[config.mk]
export PLATFORM = sky130hd
export DESIGN_NAME = merlin_mtimer
export DESIGN_NICKNAME = d
export VERILOG_FILES = /design/src/rtl/merlin_mtimer.sv
export SDC_FILE = /design/constraint.sdc
export NUM_CORES = 1
export LEC_CHECK = 0
export ABC_CLOCK_PERIOD_IN_PS = 13700
export CORE_MARGIN = 1.5
export CORE_UTILIZATION = 25
export DETAILED_ROUTE_END_ITERATION = 16
export GPL_TIMING_DRIVEN = 0
export HOLD_SLACK_MARGIN = 0.12
export PLACE_DENSITY = 0.37
export SYNTH_ARGS = -nofsm -noshare
export SYNTH_HDL_FRONTEND = slang
export SYNTH_SLANG_ARGS = --single-unit
[constraint.sdc]
create_clock -name clk_i -period 13.7 [get_ports clk_i]
set_clock_uncertainty 0.05 [all_clocks]
set_input_delay 2.74 -clock clk_i [delete_from_list [all_inputs] [get_ports clk_i]]
set_output_delay 2.74 -clock clk_i [all_outputs]
set_load 0.1 [all_outputs]
[src/rtl/merlin_mtimer.sv]
// Machine timer: 64-bit prescaled mtime, 64-bit mtimecmp and a level interrupt,
// reached through a request/response port with a one-deep response buffer.
module merlin_mtimer #(
    parameter logic [31:0] C_BASE_ADDR = 32'h00010000,
    parameter logic [15:0] C_PRESCALE  = 16'd1
) (
    input  logic        clk_i,
    input  logic        reset_i,
    output logic        treqready_o,
    input  logic        treqvalid_i,
    input  logic        treqdvalid_i,
    input  logic [31:0] treqaddr_i,
    input  logic [31:0] treqdata_i,
    input  logic        trspready_i,
    output logic        trspvalid_o,
    output logic [31:0] trspdata_o,
    output logic        irq_timer_o
);

    logic [63:0] mtime_q, mtime_d;
    logic [63:0] mtimecmp_q, mtimecmp_d;
    logic [15:0] presc_q, presc_d;
    logic        en_q, en_d;
    logic        irq_en_q, irq_en_d;
    logic        irq_q, irq_d;
    logic        rsp_valid_q, rsp_valid_d;
    logic [31:0] rsp_data_q, rsp_data_d;

    logic [29:0] word_off;
    logic [2:0]  word_idx;
    logic        in_window;
    logic        accept;
    logic        wr_en;
    logic        tick;
    logic [31:0] rdata;
    logic        unused_addr_lsbs;

    // Byte lane bits carry no meaning: decode on the word offset from the base.
    assign unused_addr_lsbs = ^treqaddr_i[1:0];
    assign word_off  = treqaddr_i[31:2] - C_BASE_ADDR[31:2];
    assign in_window = (word_off[29:3] == 27'd0);
    assign word_idx  = word_off[2:0];

    assign treqready_o = ~rsp_valid_q | trspready_i;
    assign accept      = treqvalid_i & treqready_o;
    assign wr_en       = accept & treqdvalid_i & in_window;
    assign tick        = en_q & (presc_q == C_PRESCALE - 16'd1);

    always_comb begin
        rdata = '0;
        if (in_window) begin
            case (word_idx)
                3'd0:    rdata = mtime_q[31:0];
                3'd1:    rdata = mtime_q[63:32];
                3'd2:    rdata = mtimecmp_q[31:0];
                3'd3:    rdata = mtimecmp_q[63:32];
                3'd4:    rdata = {30'd0, irq_en_q, en_q};
                default: rdata = '0;
            endcase
        end
    end

    always_comb begin
        mtime_d    = mtime_q + {63'd0, tick};
        presc_d    = presc_q;
        mtimecmp_d = mtimecmp_q;
        en_d       = en_q;
        irq_en_d   = irq_en_q;
        if (en_q) begin
            presc_d = tick ? 16'd0 : presc_q + 16'd1;
        end
        // A write to either mtime half overrides the tick, leaving the other half untouched.
        if (wr_en) begin
            case (word_idx)
                3'd0: mtime_d = {mtime_q[63:32], treqdata_i};
                3'd1: mtime_d = {treqdata_i, mtime_q[31:0]};
                3'd2: mtimecmp_d = {mtimecmp_q[63:32], treqdata_i};
                3'd3: mtimecmp_d = {treqdata_i, mtimecmp_q[31:0]};
                3'd4: begin
                    en_d     = treqdata_i[0];
                    irq_en_d = treqdata_i[1];
                    if (treqdata_i[0] != en_q) begin
                        presc_d = 16'd0;
                    end
                end
                default: ;
            endcase
        end
        irq_d = irq_en_d & (mtime_d >= mtimecmp_d);

        rsp_valid_d = rsp_valid_q;
        rsp_data_d  = rsp_data_q;
        if (accept) begin
            rsp_valid_d = 1'b1;
            rsp_data_d  = treqdvalid_i ? 32'd0 : rdata;
        end else if (trspready_i) begin
            rsp_valid_d = 1'b0;
        end
    end

    always_ff @(posedge clk_i) begin
        if (reset_i) begin
            mtime_q     <= '0;
            mtimecmp_q  <= '1;
            presc_q     <= '0;
            en_q        <= 1'b1;
            irq_en_q    <= 1'b0;
            irq_q       <= 1'b0;
            rsp_valid_q <= 1'b0;
            rsp_data_q  <= '0;
        end else begin
            mtime_q     <= mtime_d;
            mtimecmp_q  <= mtimecmp_d;
            presc_q     <= presc_d;
            en_q        <= en_d;
            irq_en_q    <= irq_en_d;
            irq_q       <= irq_d;
            rsp_valid_q <= rsp_valid_d;
            rsp_data_q  <= rsp_data_d;
        end
    end

    assign trspvalid_o = rsp_valid_q;
    assign trspdata_o  = rsp_data_q;
    assign irq_timer_o = irq_q;

endmodule
# [After elaboration in Yosys (flattened, before gate mapping)]
# Index checks and enable logic that the tools add are counted.
[totals] regBits=180
[classes] n_addsub=3 magnitude_cmp=1 n_eq_ne=5 muxes=16 bitwise_logic=7 n_reduce_logical=5
[ops] op="64-bit one-hot mux with 2 select lines" count=2
[ops] op="32-bit one-hot mux with 5 select lines" count=1
[ops] op="64-bit 2-to-1 mux" count=2
[ops] op="16-bit 2-to-1 mux" count=5
[ops] op="64-bit by 1-bit adder with 64-bit output" count=1
[ops] op="64-bit greater-or-equal comparator" count=1
[ops] op="32-bit 2-to-1 mux" count=2
[ops] op="30-bit by 15-bit subtractor with 30-bit output, second input constant" count=1
[ops] op="27-bit zero test" count=1
[ops] op="16-bit by 1-bit adder with 16-bit output, second input constant" count=1
[ops] op="16-bit zero test" count=1
[ops] op="3-bit by 2-bit == test with 1-bit output, second input constant" count=2
[ops] op="1-bit AND" count=5
[ops] op="1-bit 2-to-1 mux" count=4
[ops] op="3-bit by 1-bit == test with 1-bit output, second input constant" count=1
[ops] op="3-bit == test, second input constant" count=1
[ops] op="3-bit zero test" count=1
[ops] op="2-bit AND reduction" count=1
[ops] op="2-bit nonzero test" count=1
[ops] op="1-bit != test" count=1
[ops] op="1-bit NOT" count=1
[ops] op="1-bit bitwise OR" count=1

# [Longest topological paths before layout]
# Gate-level depths: netlist of the first run.
[depth] word_depth=8 mapped_depth=20 depth_no_buf=19

# [Least setup slack after synthesis of the first run]
# No wires, ideal clock.
[synth_path] path_kind="input to register" startpoint="in trspready_i" endpoint="reg irq_q (netlist: irq_timer_o)" setup_ns=0.131 arrival_time_ns=6.874 slack_ns=6.645 path_stages=14 path_buffers=2 path_cell_list="nand2b_1 -> nand2_1 -> or4_4 -> buf_6 -> nor3_4 -> buf_2 -> mux2i_1 -> ha_1 -> nand2b_1 -> a2111oi_0 -> o31ai_1 -> a2111o_1 -> a211oi_1 -> a211oi_1"
[synth_between] elab_chain_len=7 word_cells_on_any_way=9 cone_classes="1 x order compare; 3 x mux; 5 x bitwise"
[synth_lines] element="start, declared" line_no="14" rtl="input logic trspready_i,"
[synth_lines] element="1-bit bitwise OR (*)" line_no="44" rtl="assign treqready_o = ~rsp_valid_q | trspready_i;"
[synth_lines] element="1-bit AND (*)" line_no="45" rtl="assign accept = treqvalid_i & treqready_o;"
[synth_lines] element="1-bit AND (*) (2 in series)" line_no="46" rtl="assign wr_en = accept & treqdvalid_i & in_window;"
[synth_lines] element="64-bit 2-to-1 mux" line_no="73" rtl="if (wr_en) begin"
[synth_lines] element="64-bit greater-or-equal comparator" line_no="89" rtl="irq_d = irq_en_d & (mtime_d >= mtimecmp_d);"
[synth_lines] element="1-bit AND (*)" line_no="89"
[synth_lines] element="end signal, assigned" line_no="117" rtl="irq_q <= irq_d;"
[synth_lines] element="end, declared" line_no="25" rtl="logic irq_q, irq_d;"
# Mark *: on every way between the ends. The rest lies on a longest branch, timed or not.
# A chain may end at the register's enable or synchronous reset.

# [Final worst setup path of the first run]
[layout_path] startpoint="in treqaddr_i[16]" endpoint="reg irq_q (netlist: irq_timer_o)"
[layout_between] elab_chain_len=6 word_cells_on_any_way=8 cone_classes="1 x add/sub; 1 x order compare; 3 x mux; 2 x bitwise; 1 x reduce/logical"
[layout_lines] element="start, declared" line_no="12" rtl="input logic [31:0] treqaddr_i,"
[layout_lines] element="30-bit by 15-bit subtractor with 30-bit output" line_no="40" rtl="assign word_off = treqaddr_i[31:2] - C_BASE_ADDR[31:2];"
[layout_lines] element="27-bit zero test" line_no="41" rtl="assign in_window = (word_off[29:3] == 27'd0);"
[layout_lines] element="1-bit AND" line_no="46"
[layout_lines] element="64-bit 2-to-1 mux" line_no="73"
[layout_lines] element="net mtime_d[47]" line_no="20" rtl="logic [63:0] mtime_q, mtime_d;"
[layout_lines] element="64-bit greater-or-equal comparator" line_no="89"
[layout_lines] element="1-bit AND" line_no="89"
# The timed path passes the listed nets, and every way through them passes these cells.

==> summary.txt, run 1 <==
Outcome
  • Outcome: finished clean

Global routing
  • Remaining global-route overflow: 0
  • Vias in the first global route: 11,200
  • Number of antenna violations at the first check in global routing: 1
  • Largest net degree at the start of global routing: 17
  • Global-route usage over all layers: 24.2%
  • First-pass GRT wire length: 79.9 mm

Yosys
  • Post-synthesis cell count: 1,335
  • Total nets after synthesis: 1,473
  • Post-Syn Area: 0.0112 mm^2
  • Sequential area share after synthesis: 32.3%
  • Ys flop type: sky130_fd_sc_hd__dfxtp_1
  • Share of flip-flops with an asynchronous set or reset after synthesis: 0%
  • Number of different library cells in the post-synthesis netlist: 74
  • Average footprint of a synthesized cell: 8.37 um^2
  • Number of storage elements in the synthesis netlist: 180
  • Synthesis Warnings: 0
  • Number of synthesized flops with an enable pin: 0

Clock network
  • Maximum buffer depth of the clock tree: 2
  • CTS-repair resized insts: 0
  • Number of sinks handled by clock tree synthesis: 180
  • Clock tree from TritonCTS: built
  • Clock Root Buffer: sky130_fd_sc_hd__clkbuf_16
  • Number of clock buffers inserted by TritonCTS: 17
  • Number of levels in the clock H-tree: 4
  • Clk Latency, worst-skew pair: 0.50 ns
  • Clock transition at the registers of the reported paths: 0.07 ns
  • Post-CTS Setup Repair Bufs: 0
  • Post-CTS Hold Buffers: 0

Timing
  • Final setup violation count: 0
  • Min Clock Period, post-route: 9.07 ns
  • Final Cycle Share: 66.2%
  • Number of hold violations in the final report: 0
  • Sum of negative setup slack: 0 ns
  • RSZ-0062 raised after global routing: false
  • Final number of max-transition violations: 0
  • Worst hold slack across all endpoints: 0.455 ns
  • Achievable Freq: 110 MHz
  • Slew at the pin closest to its max-slew limit: 1.37 ns
  • Relative slew slack: 7.53%

Setup path
  • Worst EP arrival: 9.40 ns
  • Startpoint type of the worst setup path: input pin
  • Endpoint type of the worst setup path: flip-flop
  • Required time of the critical path: 14.03 ns
  • Slowest library cell on the worst path: sky130_fd_sc_hd__nor4_1
  • Type of the setup path with the least slack: in -> reg
  • Biggest cell delay along the critical path: 1.23 ns
  • Crit path buffers/inverters: 4
  • Kind of cell adding the most delay to the critical path: simple AND/OR/NAND/NOR gates
  • Cells along the critical path: clkdlybuf4s50_1 -> inv_1 -> ha_1 -> nor4b_2 -> nand4_1 -> nor4_4 -> nand4_1 -> clkbuf_1 -> clkbuf_1 -> mux2i_1 -> o21ai_0 -> ha_1 -> nand4_1 -> nor4_1 -> and3_1 -> a211oi_1 -> a211oi_1
  • Crit path top cell by count: sky130_fd_sc_hd__nand4_1
  • Biggest fanout along the worst timing path: 10

Cells and area
  • Post-route insts no fill: 2,057
  • Relative area change from synthesis to final layout: 21.4%
  • Finished Cell Area: 0.0136 mm^2
  • Final #Nets: 1,591
  • Share of layout cells above drive strength 1: 5.81%

Floorplanning
  • Core area: 0.0441 mm^2
  • Initial core utilization: 25.3%
  • Die Span Y: 214 um
  • Horizontal die dimension: 214 um
  • Die Area: 0.0460 mm^2
  • IO Pins: 104
  • Site row count: 77

Detailed routing
  • DR WL met3: 3.94 mm
  • Highest metal layer used by the detailed router: met4
  • Wire length the detailed router placed on met1: 25.8 mm
  • Post-DR wirelength/cell: 27.2 um
  • WL final: 55.9 mm
  • Total via count in the routed design: 11,500
  • Vias per cell: 5.59
  • Pre-antenna DRT Iters: 7
  • Remaining routing DRC violations: 0
  • Total length of routed met2 wires: 24.2 mm
  • First DRT Iteration DRCs: 1,220
  • ANT nets after route: 0

Power
  • Leak: 5.41 nW
  • Post-route total power: 1.19 mW
  • Worst ir drop on vdd: 0.0559 mV
  • Power density over cell area: 87.8 mW/mm^2

Place
  • Post-DP HPWL: 41.7 mm
  • Final GP Congestion: 0.881
  • Number of port buffers: 98
  • Dpl cell area: 0.0129 mm^2
  • Number of cells in the design after placement: 2,026

Run
  • Max-cap violation count: 0

Min path
  • Min-delay worst type: reg -> reg
-- registers in the layout (all words and copies together), names as in the netlist --
signal / flops
mtime_q: 64
mtimecmp_q: 64
trspdata_o: 32
presc_q: 16
en_q: 1
irq_en_q: 1
irq_timer_o: 1
trspvalid_o: 1
-- report_power, final --
part           switching [mW]  internal (mW)  leakage (nW)  total, mW
clock network           0.238          0.330         0.301      0.569
registers             0.00109          0.524          1.45      0.525
logic                  0.0652         0.0317          3.66     0.0969
total                   0.305          0.886          5.41       1.19
-- cells in the mapped netlist, types with 13 or more instances --
cell                       number  area share (%)
sky130_fd_sc_hd__nor3_1        43             1.9
sky130_fd_sc_hd__nand4_1       44             2.5
sky130_fd_sc_hd__and3_1        23             1.3
sky130_fd_sc_hd__or3_1         15            0.84
sky130_fd_sc_hd__mux2i_1       77             6.9
sky130_fd_sc_hd__nand2_1      158             5.3
sky130_fd_sc_hd__clkbuf_1      60             2.0
sky130_fd_sc_hd__nor4_1        21             1.2
sky130_fd_sc_hd__o21ai_0       28             1.3
sky130_fd_sc_hd__a31oi_1       20             1.1
sky130_fd_sc_hd__ha_1          69             7.7
sky130_fd_sc_hd__o31ai_1       14            0.94
sky130_fd_sc_hd__buf_2         17            0.76
sky130_fd_sc_hd__nand3_1       55             2.5
sky130_fd_sc_hd__a211oi_1      27             1.8
sky130_fd_sc_hd__a22oi_1       84             5.6
sky130_fd_sc_hd__inv_1         32             1.1
sky130_fd_sc_hd__dfxtp_1      180              32
sky130_fd_sc_hd__nor2_1       112             3.8
sky130_fd_sc_hd__mux4_2        13             2.6
sky130_fd_sc_hd__a21oi_1       52             2.3
-- worst min-delay path, cell delays in order (launching register included) --
cell	delay (ns)
sky130_fd_sc_hd__dfxtp_1	0.34
sky130_fd_sc_hd__a32oi_1	0.06
sky130_fd_sc_hd__nor2_1	0.07
-- path summary, 6_finish.rpt --
check	startpoint	slack, ns	depth (start not counted)	to
setup / recovery	treqaddr_i[16]	4.63	17	irq_timer_o
hold / removal	trspdata_o[1]	0.45	2	trspdata_o[1]
setup reg to reg	presc_q[11]	6.91	18	irq_timer_o
hold reg to reg	trspdata_o[1]	0.45	2	trspdata_o[1]
-- placed cells by master (no fill, tap or decap), types with 18 or more instances in the layout --
| cell type | count |
|---|---|
| sky130_fd_sc_hd__a21oi_1 | 52 |
| sky130_fd_sc_hd__buf_2 | 18 |
| sky130_fd_sc_hd__dfxtp_1 | 180 |
| sky130_fd_sc_hd__a22oi_1 | 84 |
| sky130_fd_sc_hd__a31oi_1 | 20 |
| sky130_fd_sc_hd__inv_1 | 32 |
| sky130_fd_sc_hd__nor3_1 | 40 |
| sky130_fd_sc_hd__clkdlybuf4s50_1 | 98 |
| sky130_fd_sc_hd__ha_1 | 69 |
| sky130_fd_sc_hd__mux2i_1 | 77 |
| sky130_fd_sc_hd__a211oi_1 | 27 |
| sky130_fd_sc_hd__nand4_1 | 44 |
| sky130_fd_sc_hd__and3_1 | 23 |
| sky130_fd_sc_hd__o21ai_0 | 28 |
| sky130_fd_sc_hd__nand2_1 | 158 |
| sky130_fd_sc_hd__nor4_1 | 21 |
| sky130_fd_sc_hd__clkbuf_1 | 62 |
| sky130_fd_sc_hd__nand3_1 | 55 |
| sky130_fd_sc_hd__nor2_1 | 112 |
-- layout make-up --
type	count	area [um^2]
clock inverters	9	178
multi-input cells	1038	7110
fillers	4800	30600
diodes	1	2.50
clock buffers	21	460
plain buffers	84	345
repair buffers	99	992
well taps	592	741
flip-flops and latches	180	3600
inverters	33	124
-- logic make-up after synthesis --
| family | Yosys count | share of synthesized area [%] |
|---|---|---|
| adders and majority gates | 69 | 7.73 |
| and+or+nand+nor | 524 | 23.2 |
| muxes | 91 | 9.62 |
| AOI/OAI and AO/OA | 338 | 21.8 |
| xor gates and xnor gates | 16 | 1.25 |
| DFF | 180 | 32.3 |
| buffers and inverters | 117 | 4.19 |
-- metal layers --
metal / global-route usage, % / up-vias
met5: 0 / -
met4: 10.3 / 0
met3: 6.09 / 100
met2: 36.8 / 458
met1: 32.5 / 5608
li1: - / 5336
-- per-stage QoR --
| step | util (%) | worst slack (ns) |
|---|---|---|
| after floorplan | - | 6.65 |
| after global placement | 29.2 | 4.12 |
| after detailed placement | 29.3 | 4.18 |
| after CTS | 30.7 | 4.69 |
| after global routing | 30.7 | 4.39 |
| final | 30.7 | 4.63 |
(Power assumes the default switching activity.)
==> run 2, diff against run 1 <==
ABC_CLOCK_PERIOD_IN_PS = 9050   (was 13700)
clock period = 9.05 ns   (was 13.7 ns; I/O delays follow)
==> results of run 2 <==
The final DEF is identical to that of run 1. Status: finished clean.
Main changes from that run: setup slack after placement 4.18 ns -> 0.461 ns; setup slack after layout 4.63 ns -> 0.907 ns; register-to-register setup slack 6.91 ns -> 2.26 ns; total power 1.19 mW -> 1.80 mW; worst IR drop on VDD 0.0559 mV -> 0.0846 mV
